<file path="src/rtl/mem_port_arb_pkg.sv">
// Shared types for the unified instruction/data memory port arbiter.
// State and mode encodings plus width helpers.
package mem_port_arb_pkg;

  typedef enum logic [1:0] {
    ARB_IDLE   = 2'd0,
    ARB_ACCESS = 2'd1,
    ARB_WAIT   = 2'd2
  } arb_state_e;

  localparam logic ARB_RR    = 1'b0;
  localparam logic ARB_FIXED = 1'b1;

  function automatic int idx_w(input int n);
    return (n > 1) ? $clog2(n) : 1;
  endfunction

endpackage

</file>
<file path="src/rtl/mem_port_arb_rr_pick.sv">
// Combinational winner select for the memory port arbiter.
// Round-robin from ptr+1, or fixed lowest-index priority.
module rr_pick
  import mem_port_arb_pkg::*;
#(
  parameter int N_CH = 2,
  parameter int IW   = 1
) (
  input  logic [N_CH-1:0] req,
  input  logic [IW-1:0]   ptr,
  input  logic            fixed,
  output logic [N_CH-1:0] gnt,
  output logic [IW-1:0]   idx
);

  always_comb begin
    logic          found;
    logic [IW:0]   s;
    logic [IW-1:0] c;
    gnt   = '0;
    idx   = '0;
    found = 1'b0;
    s     = '0;
    c     = '0;
    for (int k = 0; k < N_CH; k++) begin
      s = {1'b0, ptr} + (IW+1)'(k + 1);
      if (s >= (IW+1)'(N_CH)) begin
        s = s - (IW+1)'(N_CH);
      end
      c = (fixed == ARB_FIXED) ? IW'(k) : s[IW-1:0];
      if (!found && req[c]) begin
        found  = 1'b1;
        gnt[c] = 1'b1;
        idx    = c;
      end
    end
  end

endmodule

</file>
<file path="src/rtl/mem_port_arb.sv">
// N-channel arbiter onto one shared single-port memory.
// One transaction in flight; completion routed back to the winner.
module mem_port_arb
  import mem_port_arb_pkg::*;
#(
  parameter int N_CH       = 2,
  parameter int AW         = 10,
  parameter int DW         = 32,
  parameter int MEM_LAT    = 1,
  parameter int FIXED_PRIO = 0
) (
  input  logic               clk,
  input  logic               rstn,
  input  logic [N_CH-1:0]    req,
  input  logic [N_CH-1:0]    we,
  input  logic [N_CH*AW-1:0] addr,
  input  logic [N_CH*DW-1:0] wdata,
  output logic [N_CH-1:0]    gnt,
  output logic [N_CH-1:0]    rvalid,
  output logic [DW-1:0]      rdata,
  output logic               mem_en,
  output logic               mem_we,
  output logic [AW-1:0]      mem_addr,
  output logic [DW-1:0]      mem_wdata,
  input  logic [DW-1:0]      mem_rdata
);

  localparam int   IW   = idx_w(N_CH);
  localparam int   CW   = $clog2(MEM_LAT + 1);
  localparam logic MODE = (FIXED_PRIO != 0) ? ARB_FIXED : ARB_RR;

  arb_state_e      state_q;
  arb_state_e      state_d;
  logic [IW-1:0]   ptr_q;
  logic [IW-1:0]   win_q;
  logic [IW-1:0]   pick_idx;
  logic [N_CH-1:0] pick_gnt;
  logic [N_CH-1:0] win_oh;
  logic            we_q;
  logic [CW-1:0]   cnt_q;
  logic            done;

  rr_pick #(
    .N_CH (N_CH),
    .IW   (IW)
  ) u_pick (
    .req   (req),
    .ptr   (ptr_q),
    .fixed (MODE),
    .gnt   (pick_gnt),
    .idx   (pick_idx)
  );

  assign done   = (state_q == ARB_WAIT) && (cnt_q == '0);
  assign win_oh = N_CH'(1) << win_q;

  always_ff @(posedge clk or negedge rstn) begin
    if (!rstn) begin
      state_q <= ARB_IDLE;
    end else begin
      state_q <= state_d;
    end
  end

  // Snapshot taken in IDLE; later req/addr changes do not affect the issue.
  always_ff @(posedge clk or negedge rstn) begin
    if (!rstn) begin
      ptr_q     <= IW'(N_CH - 1);
      win_q     <= '0;
      we_q      <= 1'b0;
      mem_addr  <= '0;
      mem_wdata <= '0;
      cnt_q     <= '0;
    end else begin
      if (state_q == ARB_IDLE && |pick_gnt) begin
        win_q     <= pick_idx;
        we_q      <= we[pick_idx];
        mem_addr  <= addr[pick_idx*AW +: AW];
        mem_wdata <= wdata[pick_idx*DW +: DW];
        if (MODE == ARB_RR) begin
          ptr_q <= pick_idx;
        end
      end
      if (state_q == ARB_ACCESS) begin
        cnt_q <= CW'(MEM_LAT - 1);
      end else if (state_q == ARB_WAIT && cnt_q != '0) begin
        cnt_q <= cnt_q - CW'(1);
      end
    end
  end

  always_comb begin
    state_d = state_q;
    unique case (state_q)
      ARB_IDLE:   if (|pick_gnt) state_d = ARB_ACCESS;
      ARB_ACCESS: state_d = ARB_WAIT;
      ARB_WAIT:   if (cnt_q == '0) state_d = ARB_IDLE;
      default:    state_d = ARB_IDLE;
    endcase
  end

  always_comb begin
    gnt    = '0;
    rvalid = '0;
    rdata  = '0;
    mem_en = 1'b0;
    mem_we = 1'b0;
    unique case (1'b1)
      (state_q == ARB_ACCESS): begin
        gnt    = win_oh;
        mem_en = 1'b1;
        mem_we = we_q;
      end
      done: begin
        rvalid = win_oh;
        rdata  = we_q ? '0 : mem_rdata;
      end
      default: ;
    endcase
  end

endmodule

</file>
<file path="config.mk">
export PLATFORM = sky130hd
export DESIGN_NAME = mem_port_arb
export DESIGN_NICKNAME = d
export VERILOG_FILES = /design/src/rtl/mem_port_arb_pkg.sv /design/src/rtl/mem_port_arb_rr_pick.sv /design/src/rtl/mem_port_arb.sv
export SDC_FILE = /design/constraint.sdc
export NUM_CORES = 1
export LEC_CHECK = 0
export ABC_AREA = 1
export CORE_ASPECT_RATIO = 2
export CORE_UTILIZATION = 30
export DETAILED_ROUTE_END_ITERATION = 8
export PLACE_DENSITY = 0.8
export SLEW_MARGIN = 20
export SYNTH_ARGS = -nofsm -noshare
export SYNTH_HDL_FRONTEND = slang
export SYNTH_SLANG_ARGS = --single-unit
</file>
<file path="constraint.sdc">
create_clock -name clk -period 1.55 [get_ports clk]
set_input_delay 0.155 -clock clk [delete_from_list [all_inputs] [get_ports clk]]
set_output_delay 0.155 -clock clk [all_outputs]
set_load 0.01 [all_outputs]
</file>
==> metrics <==
Placed Instance Area 4930 sq um; initial antenna violation count 0; Power Density about 1600 nW/um^2; Ports 202; num rows a little under 50; #FFs+latches synth 48; Synth Area in XOR/XNOR 0%; clk_skew around 0.0050 ns; Max Clk Rate 660 MHz; Max transition margin 68.8%; largest net degree at the start of global routing 35; Compound-Gate Fraction of Synth Area less than 1%; Area growth syn-to-layout 81.9%; DRT Wirelength approximately 10,000 um; H-Tree Depth 2; Synth Area in Adders 0%; initial core utilization 31.0%; post-detail-place hpwl approximately 7600 um; CP Class reg -> out; WL/cell 13.7 um; Post-Syn Area 2790 sq um; top cells by area, synth dfrtp_1 (42%), nand2_1 (34%), nand3_1 (7.7%); total power between 8 and 9 mW; Total GRT Usage approximately 20%; first-pass GRT wire length around 15,000 um; DIE WIDTH 70.2 um; Synthesized Nets 546; Final Setup Violations 0; Static Leak ~2.6 nW; Final Non-Filler Cells 732; GRT Residual Overflow 0; via count 3,459; Max clock buf depth 2; Diodes inserted 0; First-pass DRT Iterations 6; DRT iter0 DRCs 121; CP Max Fanout 8; Worst Hold Class in -> async; area leader, netlist dfrtp_1; CTS buffer count 5; startpoint types flop; Die ar. just under 10,000 sq um; status completed; clock slew at reported path FFs 0.06 ns; Final Hold Fails 0; Max Cap Violations 0; Post-Synth Simple-Gate Area a little under half; maximum VDD drop 0.764 mV; register area 1200 sq um; multi-input logic area 1390 sq um; RSZ-0062 raised after global routing yes; final instance area 5070 sq um; Via-to-Cell Ratio around 4.7; largest family of logic cells by synthesized area simple AND/OR/NAND/NOR gates; share of cells above drive strength 1 around 14%; clock sink count 48; Cells after DPL 718; CP required 1.39 ns; Routed Antenna Nets 0; Tmin final 1.51 ns; Synth cell types 15; area share of the largest cell type after synthesis 42.2%; worst slew pin tran roughly 0.47 ns; max-slew violation count 0; Tcrit/Tclk final 97.7%; DIE HEIGHT around 140 um; CTS tree yes; Arr. time, crit path 1.36 ns; sequential cell area fraction in the yosys report a little over two fifths; multiplexer share of the synthesized area 0%; GPL Wtd Cong 0.800; core area roughly 9000 sq um; Gate Count Post-Synth 424; root buffer cell clkbuf_16; worst skew pair latency 0.29 ns; reg2reg path depth 8; r2r startpoint state_q[1]$_DFFE_PN0P_; synth warn 0; worst reg2reg path endpoint mem_wdata[15]$_DFFE_PN0P_; Final #Nets 751; reg-to-reg setup timing slack approximately 0.16 ns; I/O Buffers approximately 200; Critical Path End Type output port; vias in the first global route 3,234; Layout fillers 830; Post-route DRC 0; Syn Area/Cell 6.58 sq um
==> metrics by stage <==
| step | TNS, ns | hold WS (ns) | utilization (%) | worst slack [ns] |
|---|---|---|---|---|
| 2_1_floorplan | 0 | -0.141 | - | 0.394 |
| 3_3_place_gp | -0.128 | 0.124 | 54.8 | -0.0440 |
| 3_5_place_dp | -0.769 | 0.137 | 54.8 | -0.0561 |
| 4_1_cts | 0 | 0.359 | 57.0 | 0.00168 |
| 5_1_grt | -0.257 | 0.400 | 56.3 | -0.0415 |
| 6_report | 0 | 0.362 | 56.3 | 0.0355 |
==> sequential cells by signal, indices dropped and copies added, names as in the netlist <==
| signal | count |
|---|---|
| we_q | 1 |
| cnt_q | 1 |
| win_q | 1 |
| mem_addr | 10 |
| mem_wdata | 32 |
| state_q | 2 |
| ptr_q | 1 |
==> area by class of cell <==
class	count	share of cell area (%)
sequential	48	23.7
clock buffer	7	3.01
tap	102	2.51
timing repair buffer	226	42.3
inverter	7	0.518
clock inverter	1	0.592
multi-input combinational	341	27.4
==> cells in the mapped netlist <==
cell type	instances
nand2_1	252
dfrtp_1	47
nand3_1	43
nor2_1	41
buf_2	12
buf_6	9
inv_1	6
buf_4	4
clkbuf_1	3
o21ai_0	2
dfstp_2	1
inv_2	1
nand2_2	1
nand2_4	1
o21ai_4	1
==> cells in the final DEF (no fill, tap or decap) <==
cell type,netlist,routed
nor2_1,41,33
clkbuf_2,0,3
inv_2,1,3
nand2_2,1,1
buf_4,4,13
o21ai_0,2,2
nor2_4,0,1
bufinv_16,0,1
nand3_1,43,43
dlygate4sd3_1,0,1
buf_2,12,36
buf_12,0,6
buf_6,9,1
nor2_2,0,7
clkbuf_8,0,2
dfstp_2,1,1
nand2_1,252,251
nand2_4,1,2
clkbuf_16,0,8
dlygate4sd2_1,0,1
buf_8,0,1
o21ai_4,1,1
clkdlybuf4s50_1,0,161
dfrtp_1,47,47
inv_1,6,4
==> report_power, final <==
part | leakage, nW | switching [mW] | internal (mW) | total, mW
combinational | 1.96 | 2.40 | 2.33 | 4.72
sequential | 0.597 | 0.336 | 1.85 | 2.19
clock | 0.0901 | 0.450 | 0.849 | 1.30
==> worst max-delay path by stage <==
stage | depth (start not counted) | slack [ns] | from | to
detailed placement | 5 | -0.06 | state_q[0]$_DFFE_PN0P_ | rdata[19]
finish | 6 | 0.04 | state_q[1]$_DFFE_PN0P_ | rdata[14]
floorplan | 4 | 0.39 | we_q$_DFFE_PN0P_ | rdata[22]
CTS | 5 | 0.002 | state_q[0]$_DFFE_PN0P_ | rdata[25]
global route | 6 | -0.04 | state_q[1]$_DFFE_PN0P_ | rdata[31]
global placement | 5 | -0.04 | state_q[0]$_DFFE_PN0P_ | rdata[17]
==> metal layers <==
metal	vias to the layer above	part of all wire [%]	GRT usage, %
li1	1700	-	-
met1	1559	32	18.0
met2	174	58	40.0
met3	26	6.7	4.37
met4	0	3.8	7.58
met5	-	0	0
==> worst max-delay path, stage by stage (launching register included) <==
cell and delay, ns:
dfrtp_1 0.34, inv_1 0.07, nor2_4 0.13, nand2_4 0.12, buf_8 0.17, nor2_1 0.10
buf_2 0.14
==> repair_timing <==
item                                   in CTS  in global routing
gates cloned                                0                  4
buffers inserted                            0                  1
hold buffers                                1                  0
pin swaps                                   0                  3
setup endpoints to repair                  38                 36
resized for setup                         121                 40
endpoints found under the hold margin      15                  0
==> logic make-up after synthesis <==
kind of cell,after synthesis
simple gates,338
flops,48
buf+inv,35
compound gates,3
Note: power is estimated with default switching activity, not from simulation.
